`src/rtl/mem_except_pkg.sv`:
```
// Shared constants for MEM-stage exception detection and the CP0 register file:
// exception codes, CP0 register addresses, raw flag bit positions and FSM states.
package mem_except_pkg;

  localparam logic [31:0] EXC_NONE      = 32'h0000_0000;
  localparam logic [31:0] EXC_INT       = 32'h0000_0001;
  localparam logic [31:0] EXC_ADEL_LD   = 32'h0000_0004;
  localparam logic [31:0] EXC_ADES_ST   = 32'h0000_0005;
  localparam logic [31:0] EXC_SYSCALL   = 32'h0000_0008;
  localparam logic [31:0] EXC_BREAK     = 32'h0000_0009;
  localparam logic [31:0] EXC_RI        = 32'h0000_000a;
  localparam logic [31:0] EXC_OVERFLOW  = 32'h0000_000c;
  localparam logic [31:0] EXC_TRAP      = 32'h0000_000d;
  localparam logic [31:0] EXC_ERET      = 32'h0000_000e;
  localparam logic [31:0] EXC_ADEL_IF   = 32'h0000_000f;

  localparam logic [4:0] CP0_REG_STATUS = 5'd12;
  localparam logic [4:0] CP0_REG_CAUSE  = 5'd13;

  localparam int FLAG_ADEL_IF = 0;
  localparam int FLAG_RI      = 1;
  localparam int FLAG_SYSCALL = 2;
  localparam int FLAG_BREAK   = 3;
  localparam int FLAG_TRAP    = 4;
  localparam int FLAG_OVERFLOW = 5;
  localparam int FLAG_ERET    = 6;

  localparam int HOLD_CNT_W = 2;

  typedef enum logic {
    ST_IDLE = 1'b0,
    ST_HOLD = 1'b1
  } state_e;

endpackage

```
`src/rtl/mem_align_check.sv`:
```
// Data access alignment check: flags half accesses on odd addresses and word
// accesses (size 2 or 3) whose low two address bits are not zero.
module mem_align_check (
  input  logic [1:0] size_i,
  input  logic [1:0] addr_lo_i,
  output logic       misaligned_o
);

  always_comb begin
    misaligned_o = 1'b0;
    case (size_i)
      2'd0:    misaligned_o = 1'b0;
      2'd1:    misaligned_o = addr_lo_i[0];
      default: misaligned_o = (addr_lo_i != 2'b00);
    endcase
  end

endmodule

```
`src/rtl/mem_except.sv`:
```
// MEM-stage exception prioritiser with CP0 write bypass and a post-flush hold
// window during which no further exception is reported.
//
//   state   | meaning
//   --------+-----------------------------------------------------------
//   ST_IDLE | exceptions may be reported for a valid, unstalled instruction
//   ST_HOLD | reporting blocked for FLUSH_HOLD cycles after a flush
module mem_except
  import mem_except_pkg::*;
#(
  parameter int FLUSH_HOLD = 2
) (
  input  logic        clk,
  input  logic        rst,
  input  logic        valid_i,
  input  logic        stall_i,
  input  logic [31:0] pc_i,
  input  logic        is_in_delayslot_i,
  input  logic [6:0]  excflags_i,
  input  logic        mem_load_i,
  input  logic        mem_store_i,
  input  logic [1:0]  mem_size_i,
  input  logic [31:0] mem_addr_i,
  input  logic [31:0] cp0_status_i,
  input  logic [31:0] cp0_cause_i,
  input  logic        wb_cp0_we_i,
  input  logic [4:0]  wb_cp0_waddr_i,
  input  logic [31:0] wb_cp0_data_i,
  output logic [31:0] except_type_o,
  output logic [31:0] pc_o,
  output logic        is_in_delayslot_o,
  output logic [31:0] mem_addr_o,
  output logic        flush_o,
  output logic        mem_kill_o
);

  state_e                state_q, state_d;
  logic [HOLD_CNT_W-1:0] cnt_q, cnt_d;

  logic        misaligned;
  logic [31:0] status_eff;
  logic [31:0] cause_eff;
  logic        int_pending;
  logic [31:0] raw_code;

  mem_align_check u_align (
    .size_i       (mem_size_i),
    .addr_lo_i    (mem_addr_i[1:0]),
    .misaligned_o (misaligned)
  );

  // Only the software-writable Cause fields (IP1:IP0, IV/WP) come from WB.
  always_comb begin
    status_eff = cp0_status_i;
    cause_eff  = cp0_cause_i;
    if (wb_cp0_we_i && wb_cp0_waddr_i == CP0_REG_STATUS) begin
      status_eff = wb_cp0_data_i;
    end
    if (wb_cp0_we_i && wb_cp0_waddr_i == CP0_REG_CAUSE) begin
      cause_eff[9:8]   = wb_cp0_data_i[9:8];
      cause_eff[23:22] = wb_cp0_data_i[23:22];
    end
    int_pending = (|(cause_eff[15:8] & status_eff[15:8])) && status_eff[0] && !status_eff[1];
  end

  always_comb begin
    raw_code = EXC_NONE;
    if (!valid_i)                                 raw_code = EXC_NONE;
    else if (int_pending)                         raw_code = EXC_INT;
    else if (excflags_i[FLAG_ADEL_IF])            raw_code = EXC_ADEL_IF;
    else if (excflags_i[FLAG_RI])                 raw_code = EXC_RI;
    else if (excflags_i[FLAG_SYSCALL])            raw_code = EXC_SYSCALL;
    else if (excflags_i[FLAG_BREAK])              raw_code = EXC_BREAK;
    else if (excflags_i[FLAG_TRAP])               raw_code = EXC_TRAP;
    else if (excflags_i[FLAG_OVERFLOW])           raw_code = EXC_OVERFLOW;
    else if (mem_load_i && misaligned)            raw_code = EXC_ADEL_LD;
    else if (mem_store_i && misaligned)           raw_code = EXC_ADES_ST;
    else if (excflags_i[FLAG_ERET])               raw_code = EXC_ERET;
  end

  always_comb begin
    except_type_o     = EXC_NONE;
    mem_kill_o        = 1'b0;
    pc_o              = '0;
    is_in_delayslot_o = 1'b0;
    mem_addr_o        = '0;
    if (!rst) begin
      if (state_q == ST_IDLE && !stall_i) begin
        except_type_o = raw_code;
      end
      mem_kill_o        = (raw_code != EXC_NONE) || (state_q == ST_HOLD);
      pc_o              = pc_i;
      is_in_delayslot_o = is_in_delayslot_i;
      mem_addr_o        = mem_addr_i;
    end
    flush_o = (except_type_o != EXC_NONE);
  end

  always_comb begin
    state_d = state_q;
    cnt_d   = cnt_q;
    case (state_q)
      ST_IDLE: begin
        if (except_type_o != EXC_NONE) begin
          state_d = ST_HOLD;
          cnt_d   = HOLD_CNT_W'(FLUSH_HOLD - 1);
        end
      end
      ST_HOLD: begin
        if (cnt_q == '0) begin
          state_d = ST_IDLE;
        end else begin
          cnt_d = cnt_q - 1'b1;
        end
      end
      default: begin
        state_d = ST_IDLE;
        cnt_d   = '0;
      end
    endcase
  end

  always_ff @(posedge clk) begin
    if (rst) begin
      state_q <= ST_IDLE;
      cnt_q   <= '0;
    end else begin
      state_q <= state_d;
      cnt_q   <= cnt_d;
    end
  end

endmodule

```
`config.mk`:
```
export PLATFORM = sky130hd
export DESIGN_NAME = mem_except
export DESIGN_NICKNAME = d
export VERILOG_FILES = /design/src/rtl/mem_except_pkg.sv /design/src/rtl/mem_align_check.sv /design/src/rtl/mem_except.sv
export SDC_FILE = /design/constraint.sdc
export NUM_CORES = 1
export LEC_CHECK = 0
export CORE_AREA = 4 4 108 110
export DETAILED_ROUTE_END_ITERATION = 10
export DIE_AREA = 0 0 112 114
export GPL_TIMING_DRIVEN = 0
export PLACE_DENSITY = 0.63
export SETUP_SLACK_MARGIN = 0.3
export SLEW_MARGIN = 30
export SYNTH_ARGS = -nofsm -noshare
export SYNTH_HDL_FRONTEND = slang
export SYNTH_SLANG_ARGS = --single-unit
```
`constraint.sdc`:
```
create_clock -name clk -period 3.2 [get_ports clk]
set_input_delay 0.64 -clock clk [delete_from_list [all_inputs] [get_ports clk]]
set_output_delay 0.64 -clock clk [all_outputs]
set_load 0.005 [all_outputs]
```
After elaboration in Yosys (flattened, before gate mapping)
Cells that the tools add are included.
Widths: inputs -> output; s select.
- flip-flop bits (word level): 3
- word-level logic and storage cells: 53
- output and inout port bits: 99
- mux-type cells: 26
- reductions and logical operators: 17
- add/subtract/negate cells: 1
- bitwise gates (word level): 2
- equal/unequal tests: 5
- operator list (cell ; number):
    $mux 32 ; 4
    $reduce_bool 32->1 ; 2
    $mux 4 ; 11
    $mux 16 ; 1
    $eq 5x4->1 const B ; 2
    $and 8x8->8 ; 1
    $reduce_or 8->1 ; 1
    $logic_and 1x1->1 ; 7
    $mux 2 ; 3
    $logic_not 2->1 ; 2
    $mux 1 ; 4
    $ne 2x2->1 const B ; 2
    $pmux 1 s2 ; 2
    $pmux 2 s2 ; 1
    $eq 2x1->1 const B ; 1
    $logic_not 1->1 ; 2
    $reduce_and 2->1 ; 1
    $reduce_bool 2->1 ; 1
    $sub 2x1->2 const B ; 1
    $logic_or 1x1->1 ; 1
    $not 1->1 ; 1

Depth between registers and ports, before layout
- word-level depth: 18
- depth in mapped cells: 7
- gate-level depth less buffers: 6

Hierarchy
From an unflattened synthesis, not the netlist that was laid out.
- cell total of the unflattened synthesis: 172
- area, all modules: 1194.9 µm²
- by module, submodules not included (module ; times used ; seq. area each (µm²) ; area an instance (µm²) ; cells an instance):
    mem_except ; 1 ; 60.1 ; 1182.4 ; 169
    mem_align_check ; 1 ; 0.0 ; 12.5 ; 3

Worst setup path before layout
No wires, ideal clock.
- kind: input to output
- from: input wb_cp0_waddr_i[4]
- to: output mem_kill_o
- setup slack: 0.400 ns
- stages on the path: 7
- arrival time: 2.160 ns
- path buffers: 1
- data required time: 2.560 ns
- path through: nand4b_4 -> or3_1 -> buf_6 -> mux2i_1 -> nor4_2 -> nand2_1 -> a221o_1
- longest elaborated chain between the ends: 12
- elaborated cells on any way between the ends: 16
- RTL lines (element ; line ; source):
    start: declaration ; mem_except.sv:27 ; input logic [4:0] wb_cp0_waddr_i,
    $eq 5x4->1 (on tied branches) ; mem_except.sv:59, mem_except.sv:56 ;
    $logic_and 1x1->1 (on tied branches) ; mem_except.sv:59, mem_except.sv:56 ;
    $mux 2 or $mux 16 (tied branches) ; mem_except.sv:59, mem_except.sv:56 ;
    $and 8x8->8 ; mem_except.sv:63 ; int_pending = (|(cause_eff[15:8] & status_eff[15:8])) && status_eff[0] && !status_eff[1];
    $reduce_or 8->1 ; mem_except.sv:63 ;
    $logic_and 1x1->1 ; mem_except.sv:63 ;
    $logic_and 1x1->1 * ; mem_except.sv:63 ;
    $mux 4 * ; mem_except.sv:69 ; else if (int_pending) raw_code = EXC_INT;
    $mux 4 * ; mem_except.sv:68 ; if (!valid_i) raw_code = EXC_NONE;
    $reduce_bool 32->1 * ; mem_except.sv:91 ; mem_kill_o = (raw_code != EXC_NONE) || (state_q == ST_HOLD);
    $logic_or 1x1->1 * ; mem_except.sv:91 ;
    $mux 1 * ; mem_except.sv:87 ; if (!rst) begin
    end: declaration ; mem_except.sv:34 ; output logic mem_kill_o
Every way passes the cells marked *; elsewhere a longest branch is shown, timed or not.

Worst setup path after layout
- from: input wb_cp0_waddr_i[4]
- to: output except_type_o[0]
- longest elaborated chain between the ends: 11
- elaborated cells on any way between the ends: 15
- RTL lines (element ; line ; source):
    $eq 5x4->1 (on tied branches) ; mem_except.sv:59, mem_except.sv:56 ;
    $logic_and 1x1->1 (on tied branches) ; mem_except.sv:59, mem_except.sv:56 ;
    $mux 2 or $mux 16 (tied branches) ; mem_except.sv:59, mem_except.sv:56 ;
    $and 8x8->8 ; mem_except.sv:63 ;
    $reduce_or 8->1 ; mem_except.sv:63 ;
    $logic_and 1x1->1 ; mem_except.sv:63 ;
    $logic_and 1x1->1 * ; mem_except.sv:63 ;
    $mux 4 * ; mem_except.sv:69 ;
    $mux 4 * ; mem_except.sv:68 ;
    $mux 32 * ; mem_except.sv:88 ; if (state_q == ST_IDLE && !stall_i) begin
    $mux 32 * ; mem_except.sv:87 ;
    end: declaration ; mem_except.sv:29 ; output logic [31:0] except_type_o,
Marked as above.

==> reports/qor.csv <==
stage,metric,value,unit
status,status,"complete, no violations",
clock_tree,H-tree Lvls,1,
setup_path,CP Class,input pin to primary output,
synth,"Seq/Total Area, Yosys",0.0483,
power_and_ir_drop,Pwr Density,153,mW/mm^2
power_and_ir_drop,peak supply drop,0.0000696,V
timing,final worst setup slack,0.0184,ns
synth,asr flop ratio synth,0,
timing,fmax,0.314,GHz
setup_path,WP data required,2.56,ns
drt,post-DR vias/cell,3.76,
setup_path,WP data arrival,2.54,ns
floorplanning,Placeable Area,0.0107,mm^2
timing,Tcrit/Tclk final,0.994,
clock_tree,clk sinks,3,
power_and_ir_drop,Total Power,0.553,mW
clock_tree,CTS tree,built,
placement,port buffer count,183,
floorplanning,Die Ht,114,um
floorplanning,Boundary Pins,281,
drt,wire per inst,12.6,um
timing,Setup TNS,0,ns
grt,Overall Global Routing Usage,0.0975,
grt,global route overflow,0,
drt,DR pass1 iterations,4,
floorplanning,DIE AREA,0.0128,mm^2
flow_run,Max Cap Violations,0,
synth,Mapped Cells,180,
drt,Met2 Wirelength,3770,um
drt,metal3 WL,918,um
placement,pre-CTS WS,-0.742,ns
synth,syn avg cell area,6.90,um^2
drt,drt drc,0,
timing,crit path time final,3.18,ns
synth,number of library cell types mapped by synthesis,42,
timing,Hold Worst Slack,0.555,ns
setup_path,R2R Setup Slk,1.65,ns
setup_path,nature of the critical path startpoint,input pin,
placement,GPL Wtd Cong,0.850,
drt,Vias,2076,
synth,"EDFF count, synth",0,
final_layout,multi-input logic area,0.00111,mm^2
clock_tree,"Hold-fix buffers, CTS",0,
clock_tree,cts bufs inserted,3,
synth,mapped cell area,0.00124,mm^2
synth,Ys Warns,0,
synth,Synth Register Bits,3,
timing,Slew Limit Fails,0,
min_path,Worst Hold Class,register to register,
drt,Detailed Route WL,6930,um
final_layout,FILL cells,1108,
final_layout,Area Overhead vs Synth,190,%
grt,vias in the first global route,2214,
floorplanning,Die W,112,um
timing,Relative slew margins,0.646,
timing,worst slew pin tran,0.524,ns
clock_tree,Worst-Skew Late Latency,0.22,ns
clock_tree,Worst-path clk slew,0.03,ns
final_layout,layout cells sized above 1,0.201,
timing,final hold vios,0,
drt,initial detailed-routing violation count,54,
grt,initial antenna violation count,0,
floorplanning,Row Count,38,
grt,global-route wire length before repair,10100,um
placement,HPWL after DPL,6070,um
final_layout,ant diodes,0,
drt,top layer in use,met4,
floorplanning,Starting Density,0.116,
clock_tree,Root Driver,clkbuf_8,
placement,placed insts,530,
timing,RSZ-0062 raised after global routing,true,
drt,Antenna Nets Post-Route,0,
final_layout,storage element area,60.1,um^2
final_layout,final std cells w/o fill,552,
setup_path,worst-path fanout max,5,
final_layout,fin nets,596,
timing,final setup fails,0,
clock_tree,Clock Path Buffers,2,
drt,DRT met1 WL,2130,um
grt,largest net degree at the start of global routing,11,
power_and_ir_drop,leak pwr,1.47,nW
synth,"Top FF cell, synth",dfxtp_1,
setup_path,Crit. End Element,primary output,
timing,Clock Skew,0.000432,ns
## timing repair
item | CTS | global route
endpoints found under the setup margin | 6 | 7
setup buffers | 14 | 4
pin swaps | 12 | 7
hold endpoints to repair | 0 | 0
cloned | 0 | 0
resized for setup | 60 | 14
## logic make-up after synthesis
family,count (synthesis),synth area share
mux,6,0.0584
compound gates,23,0.144
other cells,1,0.00302
simple gates,103,0.512
flops,3,0.0483
fa+ha+maj,1,0.0101
buf+inv,42,0.218
xor+xnor,1,0.00705
## synthesized netlist by cell type (2+ instances only)
library cell,instances,share of area
buf_4,28,0.17
nor2_1,5,0.015
nor3_1,4,0.016
o31ai_1,2,0.012
nand3_1,2,0.0081
a22oi_1,2,0.012
nor2b_1,67,0.34
o21ai_1,2,0.0081
dfxtp_1,3,0.048
o21ai_0,3,0.012
mux2i_1,5,0.040
nand2b_1,2,0.010
clkbuf_1,8,0.024
nand2_1,14,0.042
inv_1,5,0.015
o31a_1,2,0.014
## metal layers
| layer | vias up | GRT usage |
|---|---|---|
| met5 | - | 0 |
| met1 | 921 | 0.0863 |
| met4 | 0 | 0.0361 |
| met3 | 9 | 0.0435 |
| li1 | 1009 | - |
| met2 | 137 | 0.193 |
## final timing paths
kind,startpoint,endpoint,depth (start not counted)
worst min register to register,cnt_q[1],cnt_q[1],2
worst max register to register,state_q,state_q,4
worst max-delay path,wb_cp0_waddr_i[4],except_type_o[0],10
worst min-delay path,cnt_q[1],cnt_q[1],2
## report_power, final
group,internal [mW],switching [mW]
logic,0.273,0.127
registers,0.0402,0.00121
clock network,0.0851,0.0263
## area by class of cell
type,instances,share of cell area
multi-input combinational,162,0.309
buffer,37,0.0707
tap,140,0.0485
clock buffer,4,0.0125
sequential,3,0.0166
inverter,5,0.00520
timing repair buffer,201,0.537
## placed cells by master (no fill, tap or decap), drive strengths merged, types with 3 or more instances in the layout
master and n:
inv 5, nand2 14, nor2 5, conb 28, mux2i 6, dlygate4sd2 3, o21ai 5, nor2b 67
dfxtp 3, clkbuf 14, nor3 5, buf 57, clkdlybuf4s50 168
## worst max-delay path: stages
cell and delay [ns]:
buf_6 0.09, nand4b_4 0.15, or3_4 0.34, buf_8 0.15, mux2i_4 0.18, nor4_4 0.35
buf_4 0.18, a21oi_4 0.06, o31a_1 0.28, buf_2 0.13
## flip-flops by register name (all words and copies together) (netlist names)
signal / cells
cnt_q: 2
state_q: 1
## stage by stage
step	area, um^2	utilization
floorplan	1340	-
global placement	3350	0.313
detailed placement	3350	0.313
CTS	3530	0.330
global route	3610	0.337
finish	3610	0.337
Note: power is estimated with default switching activity, not from simulation.
